`config.mk`:
```
export PLATFORM = sky130hd
export DESIGN_NAME = dot_product_sched
export DESIGN_NICKNAME = d
export VERILOG_FILES = /design/src/rtl/dot_sched_pkg.sv /design/src/rtl/dot_product_sched_rr_arbiter.sv /design/src/rtl/dot_product_sched.sv
export SDC_FILE = /design/constraint.sdc
export NUM_CORES = 1
export LEC_CHECK = 0
export CORE_MARGIN = 2
export CORE_UTILIZATION = 30
export CTS_BUF_LIST = sky130_fd_sc_hd__clkbuf_4
export CTS_CLUSTER_SIZE = 28
export DETAILED_ROUTE_END_ITERATION = 12
export PLACE_DENSITY = 0.88
export SYNTH_ARGS = -nofsm -noshare
export SYNTH_HDL_FRONTEND = slang
export SYNTH_SLANG_ARGS = --single-unit
```
`constraint.sdc`:
```
create_clock -name clk -period 1.7 [get_ports clk]
set_input_delay 0.34 -clock clk [delete_from_list [all_inputs] [get_ports clk]]
set_output_delay 0.34 -clock clk [all_outputs]
set_load 0.01 [all_outputs]
```
`src/rtl/dot_sched_pkg.sv`:
```
// Shared types for the dot-product scheduler: FSM state encoding and the
// result-width rule used by both the scheduler and the engine.
package dot_sched_pkg;

    typedef enum logic [1:0] {
        IDLE  = 2'd0,
        FEED  = 2'd1,
        DRAIN = 2'd2,
        RESP  = 2'd3
    } sched_state_t;

    // Full-precision dot-product width: product width plus growth for N terms.
    function automatic int dot_rw(input int width, input int n);
        return 2 * width + $clog2(n);
    endfunction

endpackage

```
`src/rtl/dot_product_sched_rr_arbiter.sv`:
```
// Combinational round-robin arbiter: picks the first request at or after
// the pointer (wrapping) and reports the pointer to use after this grant.
module rr_arbiter #(
    parameter  int NREQ = 2,
    localparam int PW   = $clog2(NREQ)
) (
    input  logic [NREQ-1:0] req,
    input  logic [PW-1:0]   ptr,
    output logic [NREQ-1:0] grant,
    output logic [PW-1:0]   idx,
    output logic [PW-1:0]   nxt_ptr,
    output logic            any
);

    logic [PW-1:0] ci;

    // Scan from the pointer; the first live request found wins.
    always_comb begin
        grant   = '0;
        idx     = '0;
        nxt_ptr = '0;
        any     = 1'b0;
        ci      = '0;
        for (int i = 0; i < NREQ; i++) begin
            ci = PW'((int'(ptr) + i) % NREQ);
            if (!any && req[ci]) begin
                any       = 1'b1;
                grant[ci] = 1'b1;
                idx       = ci;
                nxt_ptr   = PW'((int'(ci) + 1) % NREQ);
            end
        end
    end

endmodule

```
`src/rtl/dot_product_sched.sv`:
```
// Round-robin scheduler sharing one streaming dot-product engine among NREQ
// requesters. A granted requester's N element pairs are streamed one per
// cycle, the engine drains on its own, and the result returns with a
// one-cycle done pulse.
// Optional feature: DOT_SCHED_TIMEOUT_EN bounds the drain wait to TIMEOUT
// cycles and reports an expired job with err=1 and result=0.
module dot_product_sched
    import dot_sched_pkg::*;
#(
    parameter  int WIDTH   = 8,
    parameter  int N       = 4,
    parameter  int NREQ    = 2,
    parameter  int TIMEOUT = 16,
    localparam int RW      = dot_rw(WIDTH, N)
) (
    input  logic                    clk,
    input  logic                    rst,
    input  logic [NREQ-1:0]         req,
    input  logic [NREQ*N*WIDTH-1:0] a_flat,
    input  logic [NREQ*N*WIDTH-1:0] b_flat,
    output logic [NREQ-1:0]         gnt,
    output logic [NREQ-1:0]         done,
    output logic [RW-1:0]           result,
    output logic                    err,
    output logic                    busy,
    output logic                    eng_valid,
    output logic [WIDTH-1:0]        eng_a,
    output logic [WIDTH-1:0]        eng_b,
    input  logic [RW-1:0]           eng_result,
    input  logic                    eng_out_valid
);

    localparam int KW = $clog2(N);
    localparam int PW = $clog2(NREQ);

    // Parameter sanity, caught at elaboration.
    if (N < 2)       begin : g_chk_n       $error("N must be >= 2");       end
    if (NREQ < 2)    begin : g_chk_nreq    $error("NREQ must be >= 2");    end
    if (TIMEOUT < 1) begin : g_chk_timeout $error("TIMEOUT must be >= 1"); end

    sched_state_t    state, state_nxt;
    logic [PW-1:0]   ptr;
    logic [PW-1:0]   gidx;
    logic [KW-1:0]   k;
    logic            k_last;

    logic [NREQ-1:0] arb_grant;
    logic [PW-1:0]   arb_idx;
    logic [PW-1:0]   arb_nxt;
    logic            arb_any;

`ifdef DOT_SCHED_TIMEOUT_EN
    localparam int TW = $clog2(TIMEOUT + 1);
    logic [TW-1:0]   dcnt;
    logic            err_q;
    logic            dto;
    assign dto = (dcnt == TW'(TIMEOUT - 1));
`endif

    // Element view of the flat vector buses: a_el[r][i] is requester r, element i.
    logic [WIDTH-1:0] a_el [NREQ][N];
    logic [WIDTH-1:0] b_el [NREQ][N];

    for (genvar r = 0; r < NREQ; r++) begin : g_req
        for (genvar i = 0; i < N; i++) begin : g_elem
            assign a_el[r][i] = a_flat[(r*N+i)*WIDTH +: WIDTH];
            assign b_el[r][i] = b_flat[(r*N+i)*WIDTH +: WIDTH];
        end
    end

    assign k_last = (k == KW'(N - 1));

    rr_arbiter #(.NREQ(NREQ)) u_arb (
        .req     (req),
        .ptr     (ptr),
        .grant   (arb_grant),
        .idx     (arb_idx),
        .nxt_ptr (arb_nxt),
        .any     (arb_any)
    );

    // State register.
    always_ff @(posedge clk or posedge rst) begin
        if (rst) state <= IDLE;
        else     state <= state_nxt;
    end

    // Next-state: IDLE -> FEED -> DRAIN -> RESP -> IDLE.
    always_comb begin
        state_nxt = state;
        case (state)
            IDLE:  if (arb_any) state_nxt = FEED;
            FEED:  if (k_last)  state_nxt = DRAIN;
            DRAIN: begin
                if (eng_out_valid) state_nxt = RESP;
`ifdef DOT_SCHED_TIMEOUT_EN
                else if (dto)      state_nxt = RESP;
`endif
            end
            RESP:  state_nxt = IDLE;
            default: state_nxt = IDLE;
        endcase
    end

    // Grant, pointer, element counter and result capture.
    always_ff @(posedge clk or posedge rst) begin
        if (rst) begin
            gnt    <= '0;
            gidx   <= '0;
            ptr    <= '0;
            k      <= '0;
            result <= '0;
`ifdef DOT_SCHED_TIMEOUT_EN
            dcnt   <= '0;
            err_q  <= 1'b0;
`endif
        end else begin
            case (state)
                IDLE: begin
                    k <= '0;
                    if (arb_any) begin
                        gnt  <= arb_grant;
                        gidx <= arb_idx;
                        ptr  <= arb_nxt;
`ifdef DOT_SCHED_TIMEOUT_EN
                        err_q <= 1'b0;
`endif
                    end
                end
                FEED: begin
                    k <= k_last ? '0 : k + KW'(1);
`ifdef DOT_SCHED_TIMEOUT_EN
                    dcnt <= '0;
`endif
                end
                DRAIN: begin
                    if (eng_out_valid) begin
                        result <= eng_result;
                    end
`ifdef DOT_SCHED_TIMEOUT_EN
                    else if (dto) begin
                        result <= '0;
                        err_q  <= 1'b1;
                    end else begin
                        dcnt <= dcnt + TW'(1);
                    end
`endif
                end
                RESP: gnt <= '0;
                default: ;
            endcase
        end
    end

    // Outputs: element mux during FEED, done pulse during RESP.
    always_comb begin
        eng_valid = (state == FEED);
        eng_a     = '0;
        eng_b     = '0;
        if (state == FEED) begin
            eng_a = a_el[gidx][k];
            eng_b = b_el[gidx][k];
        end
        done = (state == RESP) ? gnt : '0;
        busy = (state != IDLE);
`ifdef DOT_SCHED_TIMEOUT_EN
        err  = (state == RESP) && err_q;
`else
        err  = 1'b0;
`endif
    end

endmodule

```
Word level (Yosys, flattened, before mapping)
Cells that the tools add are included.
- $add $sub $neg: 3
- order comparisons: 6
- equal/unequal tests: 7
- multiplexer cells: 39
- bitwise logic cells: 3
- reduce and logical (&&, ||, !) cells: 12
- operator list (kind ; number):
    $mux W32 ; 6
    $mux W8 ; 6
    $bmux W8 S2 ; 2
    $mux W2 ; 8
    $mux W1 ; 12
    $pmux W2 S2 ; 2
    $pmux W2 S4 ; 1
    $eq A2 B2 Y1 const B ; 3
    $reduce_and A2 Y1 ; 3
    $reduce_bool A2 Y1 ; 3
    $lt A1 B2 Y1 const B ; 2
    $ne A2 B2 Y1 const B ; 2
    $ge A3 B3 Y1 const B ; 1
    $logic_and A1 B1 Y1 ; 3
    $not A2 Y3 ; 1
    $reduce_and A3 Y1 ; 1
    $add A1 B1 Y1 const B ; 2
    $add A2 B1 Y2 const B ; 1
    $demux W1 S1 ; 2
    $eq A2 B1 Y1 const B ; 1
    $ge A1 B1 Y1 const B ; 2
    $ge A2 B2 Y1 const B ; 1
    $logic_not A2 Y1 ; 1
    $ne A2 B1 Y1 const B ; 1
    3 further kinds ; 3
- flip-flop bits (word level): 26
- input port bits: 151
- output and inout bits: 41

Depth between registers and ports, before layout
Gate-level depths: netlist of run 1.
- depth after elaboration: 9
- gate-level depth with buffers: 6
- depth with buffers taken out: 5

Cells and area by module
Synthesis of run 1 repeated with hierarchy kept, for this count alone.
- cell total of the unflattened synthesis: 202
- area total of the unflattened synthesis: 2272.2 um^2
- modules (own cells, without submodules) (module ; times used ; cells an instance ; area an instance (um^2)):
    dot_product_sched ; 1 ; 196 ; 2232.1
    rr_arbiter ; 1 ; 6 ; 40.0

Least setup slack after synthesis of run 1
No wires, ideal clock.
- path type: reg2out
- from: register state[1]
- to: output eng_a[4]
- data arrival time: 1462 ps
- data required time: 1360 ps
- path slack: -102 ps
- stages on the path, launching flop included: 6
- cell sequence: dfrtp_1 inv_1 ha_1 clkbuf_1 clkbuf_1 o211a_1
- longest elaborated chain between the ends: 2
- ends and longest elaborated chain (element ; line ; text):
    from (decl) ; dot_product_sched.sv:41 ; sched_state_t state, state_nxt;
    from (signal assigned) ; dot_product_sched.sv:85 ; else state <= state_nxt;
    $eq A2 B1 Y1 ; n/a ;
    named net eng_valid ; dot_product_sched.sv:26 ; output logic eng_valid,
    $mux W8 ; dot_product_sched.sv:160 ; if (state == FEED) begin
    to (decl) ; dot_product_sched.sv:27 ; output logic [WIDTH-1:0] eng_a,
The timed path passes the listed nets, and every way through them passes these cells.

Worst setup path after layout of run 1
- from: register gidx
- to: output eng_b[0]
- longest elaborated chain between the ends: 8
- ends and longest elaborated chain (element ; line ; text):
    from (decl) ; dot_product_sched.sv:43 ; logic [PW-1:0] gidx;
    from (signal assigned) ; dot_product_sched.sv:123 ; gidx <= arb_idx;
    $not A1 Y2 (not written as such) ; dot_product_sched.sv:162 ; eng_b = b_el[gidx][k];
    $mux W32 (not written as such) (3 in a row) ; dot_product_sched.sv:162 ;
    $bmux W8 S2 ; dot_product_sched.sv:162 ;
    $mux W8 (not written as such) (2 in a row) ; dot_product_sched.sv:162 ;
    $mux W8 ; dot_product_sched.sv:160 ;
    to (decl) ; dot_product_sched.sv:28 ; output logic [WIDTH-1:0] eng_b,
Every way passes these cells. The select of a mux whose other input is x is not followed.

==> results of run 1 <==
[routing by layer]
layer  GRT usage (%)  part of all wire (%)  vias up
met2            40.8                    51      125
met5               0                     0        -
met3            5.87                   8.5       18
met1            25.9                    38     1199
li1                -                     -     1123
met4            7.69                   2.7        0
[worst min-delay path, stage by stage]
cell and delay (ns):
clkdlybuf4s50_1 0.40, inv_1 0.07, buf_4 0.19
[final cells by class]
type                            instances  area [um2]  area share, %
Timing Repair Buffer                  220        2200           47.9
Inverter                                8        35.0          0.765
Tap cell                               99         124           2.70
Clock inverter                          1        3.75         0.0819
Clock buffer                            3        22.5          0.492
Multi-Input combinational cell        130        1550           33.8
Sequential cell                        26         653           14.3
[per-stage QoR]
| step | power, mW | worst slack [ns] | utilization (%) | cells |
|---|---|---|---|---|
| finish | 6.04 | -0.480 | 63.9 | 487 |
| global route | 6.42 | -0.555 | 63.9 | 487 |
| CTS | 6.01 | -0.540 | 63.2 | 485 |
| detailed placement | 5.17 | -0.783 | 60.0 | 473 |
| global placement | 5.03 | -0.698 | 60.0 | 473 |
| floorplan | 3.35 | 0.00999 | - | 183 |
[cell families after synthesis]
logic type,after synthesis,share of synthesized area [%]
muxes,68,41.7
AOI/OAI and AO/OA,44,16.5
buffers and inverters,27,6.85
DFF,26,29.4
and+or+nand+nor,12,2.60
adders and majority gates,5,2.83
other,1,0.170
[registers in the layout (all words and copies together), names as in the netlist]
register / count
k: 2
gnt: 2
gidx: 1
result: 18
state: 2
ptr: 1
[worst paths after layout]
kind | cells past startpoint | slack (ns) | startpoint | to
max | 4 | -0.48 | gidx | eng_b[0]
min | 3 | 0.32 | rst | result[8]
max reg2reg | 7 | 0.05 | state[1] | state[1]
min reg2reg | 1 | 0.52 | ptr | ptr
max in group asynchronous | 3 | 1.18 | rst | k[0]
min in group clk | 1 | 0.52 | ptr | ptr
[repair_timing]
action,in CTS,in global routing
hold buffers,0,0
gates resized for setup,130,12
setup endpoints to repair,21,23
pin swaps,10,4
gates cloned,2,0
buffers inserted,7,5
[Yosys cell counts (2+ instances only)]
cell	n
mux2i_1	32
dfrtp_1	26
mux2_2	20
a22oi_1	16
o211a_1	16
mux4_2	12
inv_1	8
buf_2	7
clkbuf_1	5
ha_1	5
mux4_1	4
nor2_1	4
a21oi_1	3
nand2_1	3
a31oi_1	2
and2_1	2
buf_4	2
buf_6	2
clkbuf_2	2
nor2b_1	2
o21ai_0	2
[layout by cell type, fill, tap and decap left out, types with 4 or more instances in the layout]
master | synthesis | layout
a22oi_2 | 0 | 15
buf_12 | 1 | 5
buf_2 | 7 | 11
buf_4 | 2 | 17
buf_6 | 2 | 15
clkdlybuf4s50_1 | 0 | 170
dfrtp_1 | 26 | 24
inv_1 | 8 | 4
mux2_2 | 20 | 19
mux2i_1 | 32 | 32
mux4_2 | 12 | 16
nor2_1 | 4 | 4
o211a_1 | 16 | 16
[report_power, final]
part | total [mW] | internal (mW) | switching [mW]
clock | 0.258 | 0.0860 | 0.172
sequential | 1.12 | 0.929 | 0.192
combinational | 4.66 | 2.76 | 1.90
==> reports/summary.txt, run 1 <==
Synthesized cell area -> 2210 um2
Global-route wire length before repair -> 14600 um
# nets final -> 545
Pwr/cell area -> 1320 nW/um2
Crit start category -> flop
I/O Buffers -> 190
Die height -> 89.8 um
Layout cells sized above 1 -> 30.4%
Worst Skew -> 0.0116 ns
Maxcap violations -> 0
Initial antenna violation count -> 0
Peak supply drop -> 832 uV
Row cnt -> 31
Kind of critical path -> reg -> out
Io pins -> 192
Mean Syn Cell Area -> 12.1 um2
Routed WL per cell -> 19.0 um
Clock sink count -> 26
Final WL -> 9280 um
FF+latch count, synth -> 26
Cell family with most CP delay -> multiplexers
Core ar. -> 7180 um2
# DRC -> 0
Pins Over Slew Limit -> 0
Router iterations before antenna repair -> 4
CTS Buf Count -> 3
Area Overhead vs Synth -> 107%
Crit path largest cell delay -> 0.53 ns
Die X-Extent -> 89.8 um
Final hold vios -> 0
Cell Chain, Critical Path -> buf_8, mux4_2, o211a_1, buf_2
TNS Setup -> -7.06 ns
GRT overflow -> 0
Data arrival, critical path -> 1.84 ns
Post-synth top flop -> dfrtp_1
Crit path time final -> 2.18 ns
Seq/Total Area, Yosys -> 29.4%
CP Data Required Time -> 1.36 ns
Synthesized Nets -> 339
H-tree depth -> 1
Max Fclk -> 459 MHz
Hold slack final -> 0.324 ns
Clock-pin slew on the worst setup and hold paths -> 0.14 ns
Dpl cell area -> 4300 um2
Fillcell total -> 585
CTS tree -> yes
Final period util -> 128%
Fin worst setup slack -> -0.480 ns
FFs w/ async S/R, synth -> 100%
GRT Util Overall -> 22.6%
RSZ-0062 raised after global routing -> yes
Leakage -> 1.96 nW
Count of cell types in the netlist -> 29
Via count -> 2465
Worst path slowest cell -> mux4_2
Root buffer cell -> clkbuf_4
Synth area leader -> dfrtp_1
Number of global-route vias before repair -> 2767
Crit-path max FO -> 8
Detailed Route Iter0 Violations -> 51
Outcome -> finished, violations left
Final setup viols -> 16
Pin count of the biggest net entering global routing -> 34
Global placer's final weighted congestion -> 0.937
Cells after synthesis -> 183
Clock Latency Late Sink -> 0.32 ns
Dpl hpwl -> 7340 um
Final antenna-violating net count -> 0
Violated checks -> setup timing
Crit. End Element -> primary output
Hold WC Path Type -> in -> async
Die footprint -> 8070 um2
Starting Density -> 30.8%
Top post-synthesis cells by area -> dfrtp_1 (29%), mux2i_1 (14%), mux4_2 (12%)
Max clock buf depth -> 2
Final instance area -> 4580 um2
Number of synthesized flops with an enable pin -> 0
Buffers & Inverters on Critical Path -> 2
Routed vias/inst -> 5.06
Syn. warnings -> 0
Post-synth top area share -> 29.4%
Ant diodes -> 0
Note: power is estimated with default switching activity, not from simulation.
==> inputs of run 2 (changes only) <==
--- a/config.mk
+++ b/config.mk
@@ -5,7 +5,7 @@
 export SDC_FILE = /design/constraint.sdc
 export NUM_CORES = 1
 export LEC_CHECK = 0
-export CORE_MARGIN = 2
+export CORE_MARGIN = 3
 export CORE_UTILIZATION = 30
 export CTS_BUF_LIST = sky130_fd_sc_hd__clkbuf_4
 export CTS_CLUSTER_SIZE = 28
==> reports/summary.txt, run 2 (synthesis results as in run 1) <==
Area of the multi-input gates -> 1540 um2 (-0.32%)
CTS tree -> yes
# DRC -> 0 (unchanged)
Via count -> 2568 (+4.2%)
RSZ-0062 raised after global routing -> yes
Pwr/cell area -> 1390 nW/um2 (+5.1%)
Reg2reg start -> state[0]
R2R Setup Slk -> 0.04 ns (about the same)
Maxcap violations -> 0 (unchanged)
Router iterations before antenna repair -> 4 (unchanged)
Starting Density -> 31.7% (+0.86 points)
Dpl hpwl -> 7700 um (+4.9%)
Max Fclk -> 448 MHz (-2.4%)
Final antenna-violating net count -> 0 (unchanged)
Detailed Route Iter0 Violations -> 66 (+29%)
Fin util -> 68.9% (+5.0 points)
H-tree depth -> 1 (unchanged)
Row cnt -> 30 (-3.2%)
Post-CTS Hold Buffers -> 0 (unchanged)
Max clock buf depth -> 2 (unchanged)
Pin count of the biggest net entering global routing -> 28 (-18%)
Initial antenna violation count -> 0 (unchanged)
TNS Setup -> -7.99 ns (-0.931 ns)
Most frequent cells in the layout -> clkdlybuf4s50_1 (170), mux2i_1 (32), buf_6 (29), buf_4 (29), dfrtp_1 (24)
Leakage -> 2.09 nW (+6.6%)
I/O Buffers -> 190 (unchanged)
Non-Filler Instances -> 505 (+3.7%)
Number of global-route vias before repair -> 2784 (+0.61%)
Most common cell after layout, fill and taps aside -> clkdlybuf4s50_1
Core ar. -> 6980 um2 (-2.7%)
GRT Util Overall -> 22.9% (+0.32 points)
Fin worst setup slack -> -0.532 ns (-0.0527 ns)
Placed Cells -> 482 (+1.9%)
Global placer's final weighted congestion -> 0.873 (-6.8%)
Peak supply drop -> 853 uV (+2.5%)
Die X-Extent -> 91.8 um (+2.2%)
Biggest register -> result
Worst Skew -> 0.00412 ns (-0.00744 ns)
Hold WC Path Type -> in -> async
Total power -> 6.66 mW (+10%)
Pins Over Slew Limit -> 0 (unchanged)
GRT overflow -> 0 (unchanged)
Root buffer cell -> clkbuf_4
Crit start category -> flop
Violated checks -> setup timing
Reg area -> 653 um2 (unchanged)
Layout cells sized above 1 -> 34.0% (+3.6 points)
Hold slack final -> 0.280 ns (-0.0441 ns)
Global-route wire length before repair -> 15200 um (+4.0%)
Clock sink count -> 26 (unchanged)
Kind of critical path -> reg -> out
Area Overhead vs Synth -> 118%
Crit. End Element -> primary output
Final period util -> 131% (+3.1 points)
Die height -> 91.8 um (+2.2%)
Routed vias/inst -> 5.09 (+0.47%)
Routed WL per cell -> 20.4 um (+6.9%)
Max reg flops -> 18 (unchanged)
Data arrival, critical path -> 1.89 ns (+0.05 ns)
Ant diodes -> 0 (unchanged)
Outcome -> finished, violations left
Crit path time final -> 2.23 ns (+0.0527 ns)
CP Launch Point -> gidx
CP Data Required Time -> 1.36 ns (about the same)
Clock-pin slew on the worst setup and hold paths -> 0.14 ns (about the same)
Final hold vios -> 0 (unchanged)
Fillcell total -> 511 (-13%)
Crit-path max FO -> 7 (-1)
Final setup viols -> 17 (+1)
Io pins -> 192 (unchanged)
Clock Latency Late Sink -> 0.31 ns (about the same)
Die footprint -> 8440 um2 (+4.5%)
CTS Buf Count -> 3 (unchanged)
Final WL -> 10300 um (+11%)
# nets final -> 566 (+3.9%)
-- run 2: cell count changes in the layout (fill, tap and decap cells not counted), sizes merged --
cell / delta
clkinv: -1
clkbuf: +1
bufbuf: +1
buf: +20
-- run 2: through the flow --
step / worst slack, ns / instance area (um2)
finish: -0.532 / 4810
global route: -0.611 / 4810
CTS: -0.544 / 4780
detailed placement: -0.608 / 4420
global placement: -0.604 / 4420
floorplan: 0.00999 / 2210
-- run 2: critical path: stages, from the launching register on --
cell     delay, ns
dfrtp_2       0.45
buf_6         0.15
buf_4         0.12
mux4_2        0.50
o211a_1       0.22
buf_2         0.14
-- run 2: final cells by class --
cell class / count / share of cell area, %
clock buffer: 4 / 0.624
inverter: 8 / 0.728
multi-input combinational: 130 / 32.1
sequential: 26 / 13.6
tap: 96 / 2.50
timing repair buffer: 241 / 50.5
-- run 2: final timing paths --
kind,to,cells after the start
setup reg to reg,state[1],6
setup / recovery,eng_b[4],5
hold / removal,result[1],2
max in group asynchronous,gidx,3
min in group clk,result[5],1
hold reg to reg,result[5],1
-- run 2: timing repair --
item,4_1_cts,5_1_grt
buffers inserted,14,7
endpoints found under the hold margin,0,0
pin swaps,9,11
setup endpoints to repair,21,41
gates resized for setup,140,13
cloned,3,0
-- run 2: layer usage --
layer  global-route usage, %  up-vias  share of wire [%]  wire length [um]
met1                    25.8     1248                 35              3640
met5                       0        -                  0                 0
li1                        -     1168                  -                 -
met4                    6.68        0                2.3               240
met3                    6.23       16                8.9               914
met2                    42.1      136                 53              5490
-- run 2: report_power, final --
group | internal [mW] | switching, mW
sequential | 0.929 | 0.198
clock | 0.108 | 0.177
combinational | 3.20 | 2.05
total | 4.24 | 2.42
